===== src/rtl/cpu_pkg.sv =====
// Shared pipeline-control types: hazard FSM states, forwarding select codes, drain length.
package cpu_pkg;

   typedef enum logic [2:0] {
      ST_RUN,
      ST_LD_STALL,
      ST_MEM_WAIT,
      ST_DRAIN,
      ST_HALTED
   } hz_state_e;

   localparam logic [1:0] FWD_RF  = 2'b00;
   localparam logic [1:0] FWD_MEM = 2'b01;
   localparam logic [1:0] FWD_WB  = 2'b10;

   localparam logic [1:0] DRAIN_CYCLES = 2'd3;
   localparam int         NUM_SRC      = 2;

   // r0 is hardwired zero, so it can never create or satisfy a dependency.
   function automatic logic reg_hit(input logic vld, input logic [4:0] src, input logic [4:0] dst);
      return vld && (src != 5'd0) && (src == dst);
   endfunction

endpackage


===== src/rtl/pipeline_hazard_ctrl_if.sv =====
// Pipeline-state inputs and stall/flush/forward controls of the hazard controller.
interface pipeline_hazard_ctrl_if;
   import cpu_pkg::*;

   logic [4:0] ID_src_reg1, ID_src_reg2;
   logic       ID_use_src1, ID_use_src2, ID_hlt;
   logic [4:0] EX_src_reg1, EX_src_reg2;
   logic [4:0] EX_dst_reg, MEM_dst_reg, WB_dst_reg;
   logic       EX_use_dst_reg, MEM_use_dst_reg, WB_use_dst_reg;
   logic       EX_mem_read, EX_branch_taken, mem_busy;
   logic       stall_IF_ID, stall_ID_EX;
   logic       flush_IF_ID, flush_ID_EX, flush_EX_MEM, flush_MEM_WB;
   logic       pipe_hold, halted;
   logic [1:0] fwd_sel1, fwd_sel2;

   modport master (
      output ID_src_reg1, ID_src_reg2, ID_use_src1, ID_use_src2, ID_hlt,
             EX_src_reg1, EX_src_reg2, EX_dst_reg, MEM_dst_reg, WB_dst_reg,
             EX_use_dst_reg, MEM_use_dst_reg, WB_use_dst_reg,
             EX_mem_read, EX_branch_taken, mem_busy,
      input  stall_IF_ID, stall_ID_EX, flush_IF_ID, flush_ID_EX, flush_EX_MEM, flush_MEM_WB,
             pipe_hold, halted, fwd_sel1, fwd_sel2
   );

   modport slave (
      input  ID_src_reg1, ID_src_reg2, ID_use_src1, ID_use_src2, ID_hlt,
             EX_src_reg1, EX_src_reg2, EX_dst_reg, MEM_dst_reg, WB_dst_reg,
             EX_use_dst_reg, MEM_use_dst_reg, WB_use_dst_reg,
             EX_mem_read, EX_branch_taken, mem_busy,
      output stall_IF_ID, stall_ID_EX, flush_IF_ID, flush_ID_EX, flush_EX_MEM, flush_MEM_WB,
             pipe_hold, halted, fwd_sel1, fwd_sel2
   );

endinterface


===== src/rtl/pipeline_hazard_ctrl_fwd_unit.sv =====
// Per-operand forwarding select: the youngest matching producer (MEM) wins over WB.
module fwd_unit
   import cpu_pkg::*;
(
   input  logic       en,
   input  logic [4:0] ex_src,
   input  logic [4:0] mem_dst,
   input  logic       mem_wr,
   input  logic [4:0] wb_dst,
   input  logic       wb_wr,
   output logic [1:0] sel
);

   always_comb begin
      sel = FWD_RF;
      if (en) begin
         if (reg_hit(mem_wr, ex_src, mem_dst))
            sel = FWD_MEM;
         else if (reg_hit(wb_wr, ex_src, wb_dst))
            sel = FWD_WB;
      end
   end

endmodule


===== src/rtl/pipeline_hazard_ctrl.sv =====
// 5-stage pipeline hazard controller: forwarding, load-use/RAW stalls, branch flush, memory wait, halt drain.
// Build option: FORWARDING_EN enables EX operand forwarding; without it RAW hazards on EX/MEM stall instead.
module pipeline_hazard_ctrl
   import cpu_pkg::*;
(
   input logic                   clk,
   input logic                   rst_n,
   pipeline_hazard_ctrl_if.slave hz
);

`ifdef FORWARDING_EN
   localparam logic FWD_ON = 1'b1;
`else
   localparam logic FWD_ON = 1'b0;
`endif

   hz_state_e state, state_nxt;
   logic [1:0] cnt, cnt_nxt;
   logic       init_done;
   logic       ld_use, raw_haz;

   logic [NUM_SRC-1:0][4:0] id_src, ex_src;
   logic [NUM_SRC-1:0]      id_use;
   logic [NUM_SRC-1:0][1:0] sel;

   assign id_src = {hz.ID_src_reg2, hz.ID_src_reg1};
   assign id_use = {hz.ID_use_src2, hz.ID_use_src1};
   assign ex_src = {hz.EX_src_reg2, hz.EX_src_reg1};

   genvar i;
   generate
      for (i = 0; i < NUM_SRC; i++) begin : g_fwd
         fwd_unit u_fwd (
            .en      (FWD_ON),
            .ex_src  (ex_src[i]),
            .mem_dst (hz.MEM_dst_reg),
            .mem_wr  (hz.MEM_use_dst_reg),
            .wb_dst  (hz.WB_dst_reg),
            .wb_wr   (hz.WB_use_dst_reg),
            .sel     (sel[i])
         );
      end
   endgenerate

   assign hz.fwd_sel1 = sel[0];
   assign hz.fwd_sel2 = sel[1];

   // Without forwarding, any EX/MEM producer blocks the consumer; WB writes through the regfile.
   always_comb begin
      ld_use  = 1'b0;
      raw_haz = 1'b0;
      for (int k = 0; k < NUM_SRC; k++) begin
         ld_use  |= hz.EX_mem_read & reg_hit(hz.EX_use_dst_reg & id_use[k], id_src[k], hz.EX_dst_reg);
         raw_haz |= ~FWD_ON & (reg_hit(hz.EX_use_dst_reg & id_use[k], id_src[k], hz.EX_dst_reg) |
                               reg_hit(hz.MEM_use_dst_reg & id_use[k], id_src[k], hz.MEM_dst_reg));
      end
   end

   assign hz.flush_EX_MEM = rst_n & ~init_done;
   assign hz.flush_MEM_WB = rst_n & ~init_done;

   always_ff @(posedge clk or negedge rst_n) begin
      if (!rst_n) begin
         state     <= ST_RUN;
         cnt       <= 2'd0;
         init_done <= 1'b0;
      end else begin
         state     <= state_nxt;
         cnt       <= cnt_nxt;
         init_done <= 1'b1;
      end
   end

   always_comb begin
      state_nxt      = state;
      cnt_nxt        = cnt;
      hz.stall_IF_ID = 1'b0;
      hz.stall_ID_EX = 1'b0;
      hz.flush_IF_ID = 1'b0;
      hz.flush_ID_EX = 1'b0;
      hz.pipe_hold   = 1'b0;
      hz.halted      = 1'b0;
      if (rst_n) begin
         case (state)
            ST_RUN: begin
               if (hz.mem_busy) begin
                  hz.pipe_hold = 1'b1;
                  state_nxt    = ST_MEM_WAIT;
               end else if (hz.EX_branch_taken) begin
                  // ID holds a wrong-path instruction: its halt or hazard is irrelevant.
                  hz.flush_IF_ID = 1'b1;
                  hz.flush_ID_EX = 1'b1;
               end else if (hz.ID_hlt) begin
                  hz.stall_IF_ID = 1'b1;
                  hz.flush_ID_EX = 1'b1;
                  cnt_nxt        = 2'd0;
                  state_nxt      = ST_DRAIN;
               end else if (ld_use || raw_haz) begin
                  hz.stall_IF_ID = 1'b1;
                  hz.stall_ID_EX = 1'b1;
                  hz.flush_ID_EX = 1'b1;
                  if (ld_use) state_nxt = ST_LD_STALL;
               end
            end
            ST_LD_STALL: begin
               if (hz.mem_busy) begin
                  hz.pipe_hold = 1'b1;
                  state_nxt    = ST_MEM_WAIT;
               end else begin
                  // The load now sits in MEM; only the no-forwarding build still has to wait.
                  if (raw_haz) begin
                     hz.stall_IF_ID = 1'b1;
                     hz.stall_ID_EX = 1'b1;
                     hz.flush_ID_EX = 1'b1;
                  end
                  state_nxt = ST_RUN;
               end
            end
            ST_MEM_WAIT: begin
               hz.pipe_hold = hz.mem_busy;
               if (!hz.mem_busy) state_nxt = ST_RUN;
            end
            ST_DRAIN: begin
               if (hz.mem_busy) begin
                  hz.pipe_hold = 1'b1;
               end else begin
                  hz.stall_IF_ID = 1'b1;
                  if (cnt == DRAIN_CYCLES - 2'd1) begin
                     cnt_nxt   = 2'd0;
                     state_nxt = ST_HALTED;
                  end else begin
                     cnt_nxt = cnt + 2'd1;
                  end
               end
            end
            ST_HALTED: begin
               hz.pipe_hold = 1'b1;
               hz.halted    = 1'b1;
            end
            default: state_nxt = ST_RUN;
         endcase
      end
   end

endmodule


===== src/flat_wrapper.sv =====
// flat-port wrapper written by rule: the top's interface ports become plain ports
module pipeline_hazard_ctrl_flat import cpu_pkg::*;
  (clk, rst_n, hz_ID_src_reg1, hz_ID_src_reg2, hz_ID_use_src1, hz_ID_use_src2, hz_ID_hlt, hz_EX_src_reg1, hz_EX_src_reg2, hz_EX_dst_reg, hz_MEM_dst_reg, hz_WB_dst_reg, hz_EX_use_dst_reg, hz_MEM_use_dst_reg, hz_WB_use_dst_reg, hz_EX_mem_read, hz_EX_branch_taken, hz_mem_busy, hz_stall_IF_ID, hz_stall_ID_EX, hz_flush_IF_ID, hz_flush_ID_EX, hz_flush_EX_MEM, hz_flush_MEM_WB, hz_pipe_hold, hz_halted, hz_fwd_sel1, hz_fwd_sel2);
  pipeline_hazard_ctrl_if hz_i ();
  input logic clk;
  input logic rst_n;
  input wire logic [$bits(hz_i.ID_src_reg1)-1:0] hz_ID_src_reg1;
  input wire logic [$bits(hz_i.ID_src_reg2)-1:0] hz_ID_src_reg2;
  input wire logic [$bits(hz_i.ID_use_src1)-1:0] hz_ID_use_src1;
  input wire logic [$bits(hz_i.ID_use_src2)-1:0] hz_ID_use_src2;
  input wire logic [$bits(hz_i.ID_hlt)-1:0] hz_ID_hlt;
  input wire logic [$bits(hz_i.EX_src_reg1)-1:0] hz_EX_src_reg1;
  input wire logic [$bits(hz_i.EX_src_reg2)-1:0] hz_EX_src_reg2;
  input wire logic [$bits(hz_i.EX_dst_reg)-1:0] hz_EX_dst_reg;
  input wire logic [$bits(hz_i.MEM_dst_reg)-1:0] hz_MEM_dst_reg;
  input wire logic [$bits(hz_i.WB_dst_reg)-1:0] hz_WB_dst_reg;
  input wire logic [$bits(hz_i.EX_use_dst_reg)-1:0] hz_EX_use_dst_reg;
  input wire logic [$bits(hz_i.MEM_use_dst_reg)-1:0] hz_MEM_use_dst_reg;
  input wire logic [$bits(hz_i.WB_use_dst_reg)-1:0] hz_WB_use_dst_reg;
  input wire logic [$bits(hz_i.EX_mem_read)-1:0] hz_EX_mem_read;
  input wire logic [$bits(hz_i.EX_branch_taken)-1:0] hz_EX_branch_taken;
  input wire logic [$bits(hz_i.mem_busy)-1:0] hz_mem_busy;
  output wire logic [$bits(hz_i.stall_IF_ID)-1:0] hz_stall_IF_ID;
  output wire logic [$bits(hz_i.stall_ID_EX)-1:0] hz_stall_ID_EX;
  output wire logic [$bits(hz_i.flush_IF_ID)-1:0] hz_flush_IF_ID;
  output wire logic [$bits(hz_i.flush_ID_EX)-1:0] hz_flush_ID_EX;
  output wire logic [$bits(hz_i.flush_EX_MEM)-1:0] hz_flush_EX_MEM;
  output wire logic [$bits(hz_i.flush_MEM_WB)-1:0] hz_flush_MEM_WB;
  output wire logic [$bits(hz_i.pipe_hold)-1:0] hz_pipe_hold;
  output wire logic [$bits(hz_i.halted)-1:0] hz_halted;
  output wire logic [$bits(hz_i.fwd_sel1)-1:0] hz_fwd_sel1;
  output wire logic [$bits(hz_i.fwd_sel2)-1:0] hz_fwd_sel2;
  assign hz_i.ID_src_reg1 = hz_ID_src_reg1;
  assign hz_i.ID_src_reg2 = hz_ID_src_reg2;
  assign hz_i.ID_use_src1 = hz_ID_use_src1;
  assign hz_i.ID_use_src2 = hz_ID_use_src2;
  assign hz_i.ID_hlt = hz_ID_hlt;
  assign hz_i.EX_src_reg1 = hz_EX_src_reg1;
  assign hz_i.EX_src_reg2 = hz_EX_src_reg2;
  assign hz_i.EX_dst_reg = hz_EX_dst_reg;
  assign hz_i.MEM_dst_reg = hz_MEM_dst_reg;
  assign hz_i.WB_dst_reg = hz_WB_dst_reg;
  assign hz_i.EX_use_dst_reg = hz_EX_use_dst_reg;
  assign hz_i.MEM_use_dst_reg = hz_MEM_use_dst_reg;
  assign hz_i.WB_use_dst_reg = hz_WB_use_dst_reg;
  assign hz_i.EX_mem_read = hz_EX_mem_read;
  assign hz_i.EX_branch_taken = hz_EX_branch_taken;
  assign hz_i.mem_busy = hz_mem_busy;
  assign hz_stall_IF_ID = hz_i.stall_IF_ID;
  assign hz_stall_ID_EX = hz_i.stall_ID_EX;
  assign hz_flush_IF_ID = hz_i.flush_IF_ID;
  assign hz_flush_ID_EX = hz_i.flush_ID_EX;
  assign hz_flush_EX_MEM = hz_i.flush_EX_MEM;
  assign hz_flush_MEM_WB = hz_i.flush_MEM_WB;
  assign hz_pipe_hold = hz_i.pipe_hold;
  assign hz_halted = hz_i.halted;
  assign hz_fwd_sel1 = hz_i.fwd_sel1;
  assign hz_fwd_sel2 = hz_i.fwd_sel2;
  pipeline_hazard_ctrl u_core (.clk(clk), .rst_n(rst_n), .hz(hz_i));
endmodule

===== config.mk =====
export PLATFORM = sky130hd
export DESIGN_NAME = pipeline_hazard_ctrl_flat
export DESIGN_NICKNAME = d
export VERILOG_FILES = /design/src/rtl/cpu_pkg.sv /design/src/rtl/pipeline_hazard_ctrl_if.sv /design/src/rtl/pipeline_hazard_ctrl_fwd_unit.sv /design/src/rtl/pipeline_hazard_ctrl.sv /design/src/flat_wrapper.sv
export SDC_FILE = /design/constraint.sdc
export NUM_CORES = 1
export LEC_CHECK = 0
export BUFFER_PORTS_ARGS = -buffer_cell sky130_fd_sc_hd__buf_2
export CELL_PAD_IN_SITES_DETAIL_PLACEMENT = 1
export CELL_PAD_IN_SITES_GLOBAL_PLACEMENT = 2
export CORE_MARGIN = 4
export CORE_UTILIZATION = 21
export DETAILED_ROUTE_END_ITERATION = 8
export PLACE_DENSITY_LB_ADDON = 0.1
export SYNTH_ARGS = -nofsm -noshare
export SYNTH_HDL_FRONTEND = slang
export SYNTH_SLANG_ARGS = --single-unit

===== constraint.sdc =====
create_clock -name clk -period 4.6 [get_ports clk]
set_input_delay 0.69 -clock clk [delete_from_list [all_inputs] [get_ports clk]]
set_output_delay 0.69 -clock clk [all_outputs]
set_load 0.05 [all_outputs]

== After elaboration in Yosys (flattened, before gate mapping) ==
Index checks and enable logic that the tools add are counted.

* Latch bits: 0
* Bits in read-only memories: 0
* RAM bits: 0
* Output and inout bits: 12
* Logic and storage cells: 94
* Bits of input ports: 46
* Flip-flop bits (word level): 6
* Memories kept: 0

* Multipliers: 0
* Bitwise operators: 13
* $add $sub $neg: 1
* $lt $le $gt $ge: 0
* Equality and inequality tests: 18
* Shifts and indexed selects: 0
* Multiplexer cells: 43
* Div/mod/pow operators: 0
* Reductions and logical operators: 16

{| class="wikitable"
|+ Operator list
! kind !! number
|-
| $mux W3 || 8
|-
| $mux W1 || 23
|-
| $eq A5 B5 Y1 || 4
|-
| $pmux W3 S5 || 1
|-
| $mux W2 || 6
|-
| $ne A2 B2 Y1 const B || 5
|-
| $reduce_bool A5 Y1 || 2
|-
| $logic_and A1 B1 Y1 || 8
|-
| $ne A4 B3 Y1 const B || 2
|-
| $reduce_and A8 Y1 || 1
|-
| $and A1 B1 Y1 || 7
|-
| $eq A3 B2 Y1 const B || 2
|-
| $pmux W1 S3 || 2
|-
| $reduce_and A6 Y1 || 1
|-
| $or A1 B1 Y1 || 4
|-
| $pmux W1 S2 || 2
|-
| $pmux W2 S2 || 1
|-
| $eq A3 B1 Y1 const B || 1
|-
| $eq A3 B3 Y1 const B || 1
|-
| $logic_not A3 Y1 || 1
|-
| $ne A3 B3 Y1 const B || 1
|-
| $reduce_or A3 Y1 || 1
|-
| $add A2 B1 Y2 const B || 1
|-
| $eq A2 B2 Y1 const B || 1
|-
| 4 further kinds || 5
|}

== Depth between registers and ports, before layout ==
* Word-level depth: 12
* Gate-level depth with buffers: 6
* Depth with buffers taken out: 5

== Cells and area by module ==
Synthesis repeated with hierarchy kept, for this count alone.

* Cells, all modules: 126
* Area, all modules: 1,069.8 µm²

{| class="wikitable"
|+ Modules (own cells, without submodules)
! module !! cells each !! instances !! sequential area each (µm²) !! area an instance (µm²)
|-
| pipeline_hazard_ctrl || 90 || 1 || 150.1 || 752.0
|-
| fwd_unit || 18 || 2 || 0.0 || 158.9
|}

== Worst setup path before layout ==
OpenSTA, ideal clock, no wires.

* Path kind: input -> output
* Start: input hz_mem_busy
* End: output hz_flush_IF_ID
* Data arrival time: 2.411 ns
* Required time: 3.910 ns
* Stages on the path: 3
* Buffers on the path: 1
* Setup slack: 1.499 ns
* Path through: clkbuf_1 > or3_1 > nor3b_1

* Longest elaborated chain between the ends: 3

{| class="wikitable"
|+ Ends and longest elaborated chain
! what !! RTL line !! source
|-
| start, declared || flat_wrapper.sv:22 || <nowiki>input wire logic [$bits(hz_i.mem_busy)-1:0] hz_mem_busy;</nowiki>
|-
| $mux W1 || pipeline_hazard_ctrl.sv:86 || <nowiki>if (hz.mem_busy) begin</nowiki>
|-
| $mux W1 || pipeline_hazard_ctrl.sv:84 || <nowiki>case (state)</nowiki>
|-
| $mux W1 || pipeline_hazard_ctrl.sv:83 || <nowiki>if (rst_n) begin</nowiki>
|-
| end, declared || flat_wrapper.sv:25 || <nowiki>output wire logic [$bits(hz_i.flush_IF_ID)-1:0] hz_flush_IF_ID;</nowiki>
|}

Every way passes these cells.

== Worst setup path in the final report ==
* Start: input hz_ID_src_reg1[1]
* End: output hz_stall_IF_ID

* Longest elaborated chain between the ends: 12
* Elaborated cells between the ends (all ways): 20
* Classes of those cells: eq/ne: 2; mux: 8; bitwise: 4; reduce/logical: 6

{| class="wikitable"
|+ Ends and longest elaborated chain
! what !! RTL line !! source
|-
| start, declared || flat_wrapper.sv:7 || <nowiki>input wire logic [$bits(hz_i.ID_src_reg1)-1:0] hz_ID_src_reg1;</nowiki>
|-
| $reduce_bool A5 Y1 || cpu_pkg.sv:21 || <nowiki>return vld && (src != 5'd0) && (src == dst);</nowiki>
|-
| $logic_and A1 B1 Y1 (2 in a row) || cpu_pkg.sv:21 ||
|-
| $and A1 B1 Y1 or $or A1 B1 Y1 (tied branches) || pipeline_hazard_ctrl.sv:53, pipeline_hazard_ctrl.sv:54 ||
|-
| $or A1 B1 Y1 (on tied branches) || pipeline_hazard_ctrl.sv:53, pipeline_hazard_ctrl.sv:54 ||
|-
| $logic_or A1 B1 Y1 || pipeline_hazard_ctrl.sv:98 || <nowiki>end else if (ld_use || raw_haz) begin</nowiki>
|-
| $mux W1 || pipeline_hazard_ctrl.sv:98 ||
|-
| $mux W1 || pipeline_hazard_ctrl.sv:93 || <nowiki>end else if (hz.ID_hlt) begin</nowiki>
|-
| $mux W1 || pipeline_hazard_ctrl.sv:89 || <nowiki>end else if (hz.EX_branch_taken) begin</nowiki>
|-
| $mux W1 || pipeline_hazard_ctrl.sv:86 ||
|-
| $pmux W1 S3 (*) || pipeline_hazard_ctrl.sv:84 ||
|-
| $mux W1 (*) || pipeline_hazard_ctrl.sv:83 ||
|-
| end, declared || flat_wrapper.sv:23 || <nowiki>output wire logic [$bits(hz_i.stall_IF_ID)-1:0] hz_stall_IF_ID;</nowiki>
|}

Every way passes the cells marked *; elsewhere a longest branch is shown, timed or not.

==> summary.md <==
| Metric | Value |
|---|---|
| Commonest non-fill, non-tap cell in the layout | `buf_2` |
| Flops & latches, synth | `6` |
| RSZ-0062 raised after global routing | `no` |
| Placer congestion estimate | `0.758` |
| Register share of total power | `0.319` |
| Hold Violations, Final | `0` |
| Total CTS buffers | `3` |
| Mapped Cells | `94` |
| Die area | `4700 um2` |
| Top-area cell type share of the netlist area | `0.195` |
| Setup crit end kind | `output pin` |
| Sw power | `128 uW` |
| Initial core utilization | `0.224` |
| Hold WC Path Type | `input port to asynchronous set/reset pin` |
| Worst-Skew Late Latency | `0.22 ns` |
| # setup viols final | `0` |
| Tmin final | `3.06 ns` |
| Critical path type | `input port to output pin` |
| Vias/cell | `4.57` |
| Crit start category | `input port` |
| Max Cap Viol | `0` |
| Synthesized area per cell | `8.19 um2` |
| H-tree depth | `1` |
| Most frequent cells in the layout | `buf_2 (37), xor2_1 (16), dfrtp_1 (6)` |
| # nets final | `176` |
| CP max stage cell | `or4_1` |
| DR WL/cell | `13.7 um` |
| Post-CTS Setup Bufs | `0` |
| Worst Max-Slew Pin Slew | `0.496 ns` |
| Clock Power Share | `0.247` |
| Crit Path Max Fanout | `3` |
| Antenna cells | `0` |
| Post-CTS Resized | `0` |
| CP peak stage delay | `0.52 ns` |
| Ports | `58` |
| Leading area contributor after synthesis | `dfrtp_1` |
| Root buffer cell | `clkbuf_8` |
| Logic pwr share | `0.433` |
| Synth unique cells | `36` |
| Vias in the first global route | `827` |
| Crit path arrival time | `2.37 ns` |
| Switching part of the total | `0.411` |
| Yosys warns | `0` |
| M1 GR Usage | `0.150` |
| Status | `completed` |
| Vias | `796` |
| Synth area leaders | `dfrtp_1 (20%), xor2_1 (18%), buf_4 (4.9%)` |
| Area growth syn-to-layout | `31.5%` |
| Total GRT Usage | `0.108` |
| Gr busiest metal | `met2` |
| Sinks on Clock Net | `6` |
| Final period utilization | `0.665` |
| VDD IR-drop max | `0.0927 mV` |
| Layout cells sized above 1 | `0.336` |
| Max frequency | `327 MHz` |
| Post-route DRC | `0` |
| 1st-iter DRT viols | `22` |
| Die width | `68.5 um` |
| Fillers | `437` |
| Seq/Total Area, Yosys | `0.195` |
| Power density cells | `308 nW/um2` |
| Pre-antenna DRT Iters | `4` |
| CP cell instances | `buf_2 -> or4_1 -> o21a_1 -> and4_1 -> a41oi_2 -> a41oi_1 -> buf_2` |
| Cts hold-fix bufs | `0` |
| Worst-path clk slew | `0.03 ns` |
| Number of port buffers | `37` |
| Clock Skew | `0.000422 ns` |
| Grt total ovfl | `0` |
| # rows | `21` |
| Core Box Area | `3440 um2` |
| Post-layout util | `0.294` |
| HPWL Detailed | `2000 um` |
| Critical Path RT | `3.91 ns` |
| Initial antenna violation count | `0` |
| Int Pwr | `184 uW` |
| Pin count of the biggest net entering global routing | `14` |
| CTS tree | `built` |
| Leakage | `0.000464 uW` |
| Total negative slack | `0 ns` |
| Post-Syn Area | `769 um2` |
| First-pass GRT wire length | `3910 um` |
| Post-DRT Antenna Nets | `0` |
| Fin. max-slew vios | `0` |
| Max_slew headroom | `0.666` |
| DIE HEIGHT | `68.5 um` |
| Top cell by count, worst path | `buf_2` |
| CTS max path bufs | `2` |
| WL final | `2390 um` |
| Grt met3 use | `0.0130` |
| GRT met2 Usage | `0.168` |
final timing paths:
kind                                   startpoint              end  slack, ns  cells past startpoint
worst max register to register    u_core.state[1]  u_core.state[1]       2.94                      4
worst min register to register      u_core.cnt[1]    u_core.cnt[1]       0.51                      1
min in group clk                    u_core.cnt[1]    u_core.cnt[1]       0.51                      1
max in group asynchronous                   rst_n  u_core.state[1]       4.09                      1
worst min-delay path                        rst_n    u_core.cnt[0]       0.32                      1
worst max-delay path            hz_ID_src_reg1[1]   hz_stall_IF_ID       1.54                      7
cell families (layout without fill, tap and decap cells):
logic type | Yosys count | after routing | synth area share
and+or+nand+nor | 28 | 28 | 0.226
AOI/OAI and AO/OA | 22 | 22 | 0.211
xor gates and xnor gates | 20 | 20 | 0.228
buffers and inverters | 13 | 44 | 0.0878
DFF | 6 | 6 | 0.195
muxes | 3 | 3 | 0.0423
other | 2 | 5 | 0.00976
power groups by stage:
stage,clock (uW),sequential (uW),combinational (uW)
after floorplan,0,80.0,114
after global placement,0,99.9,133
after detailed placement,0,100,135
after CTS,80.6,99.5,136
after global routing,85.1,104,150
final,77.1,99.5,135
flip-flops by register name (all words and copies together), names as in the netlist:
name / cells
u_core.cnt: 2
u_core.init_done: 1
u_core.state: 3
layer usage:
layer,part of all wire,vias to the layer above
li1,-,399
met1,0.48,373
met2,0.45,24
met3,0.073,0
met4,0,0
met5,0,-
synth_stat cells, drive strengths merged:
cell / n
dfrtp: 6
or3: 1
nor3: 3
a21oi: 4
o31ai: 1
xor2: 16
nor4b: 2
mux2i: 1
o21a: 2
nand4: 1
inv: 4
o21ai: 4
a31oi: 1
a21o: 1
nor3b: 1
a21boi: 1
nand2: 4
xnor2: 4
conb: 2
o22ai: 2
clkbuf: 4
a22oi: 1
buf: 5
a41oi: 3
nor4: 4
or4: 2
nor2: 3
a22o: 2
mux2: 2
nand2b: 2
nor2b: 2
or4b: 1
and4: 2
stage by stage:
stage	area, um2	setup slack (ns)	total power [uW]	cells	hold WS [ns]
floorplan	781	1.50	194	97	0.394
global placement	971	1.56	233	171	0.487
detailed placement	971	1.54	235	171	0.502
CTS	1010	1.52	316	174	0.321
global route	1010	1.42	339	174	0.325
finish	1010	1.54	311	174	0.323
cell type report:
class,count,area (um2),area share
Clock buffer,3,41.3,0.0408
Inverter,4,15.0,0.0148
Timing Repair Buffer,37,185,0.183
Sequential cell,6,150,0.148
Tap cell,46,57.6,0.0569
Multi-Input combinational cell,78,563,0.556
worst max-delay path: cells and delay by family:
kind,cells,cell delay (ns)
simple gates,2,0.71
compound gates,3,0.59
buf+inv,2,0.37
Note: power is estimated with default switching activity, not from simulation.
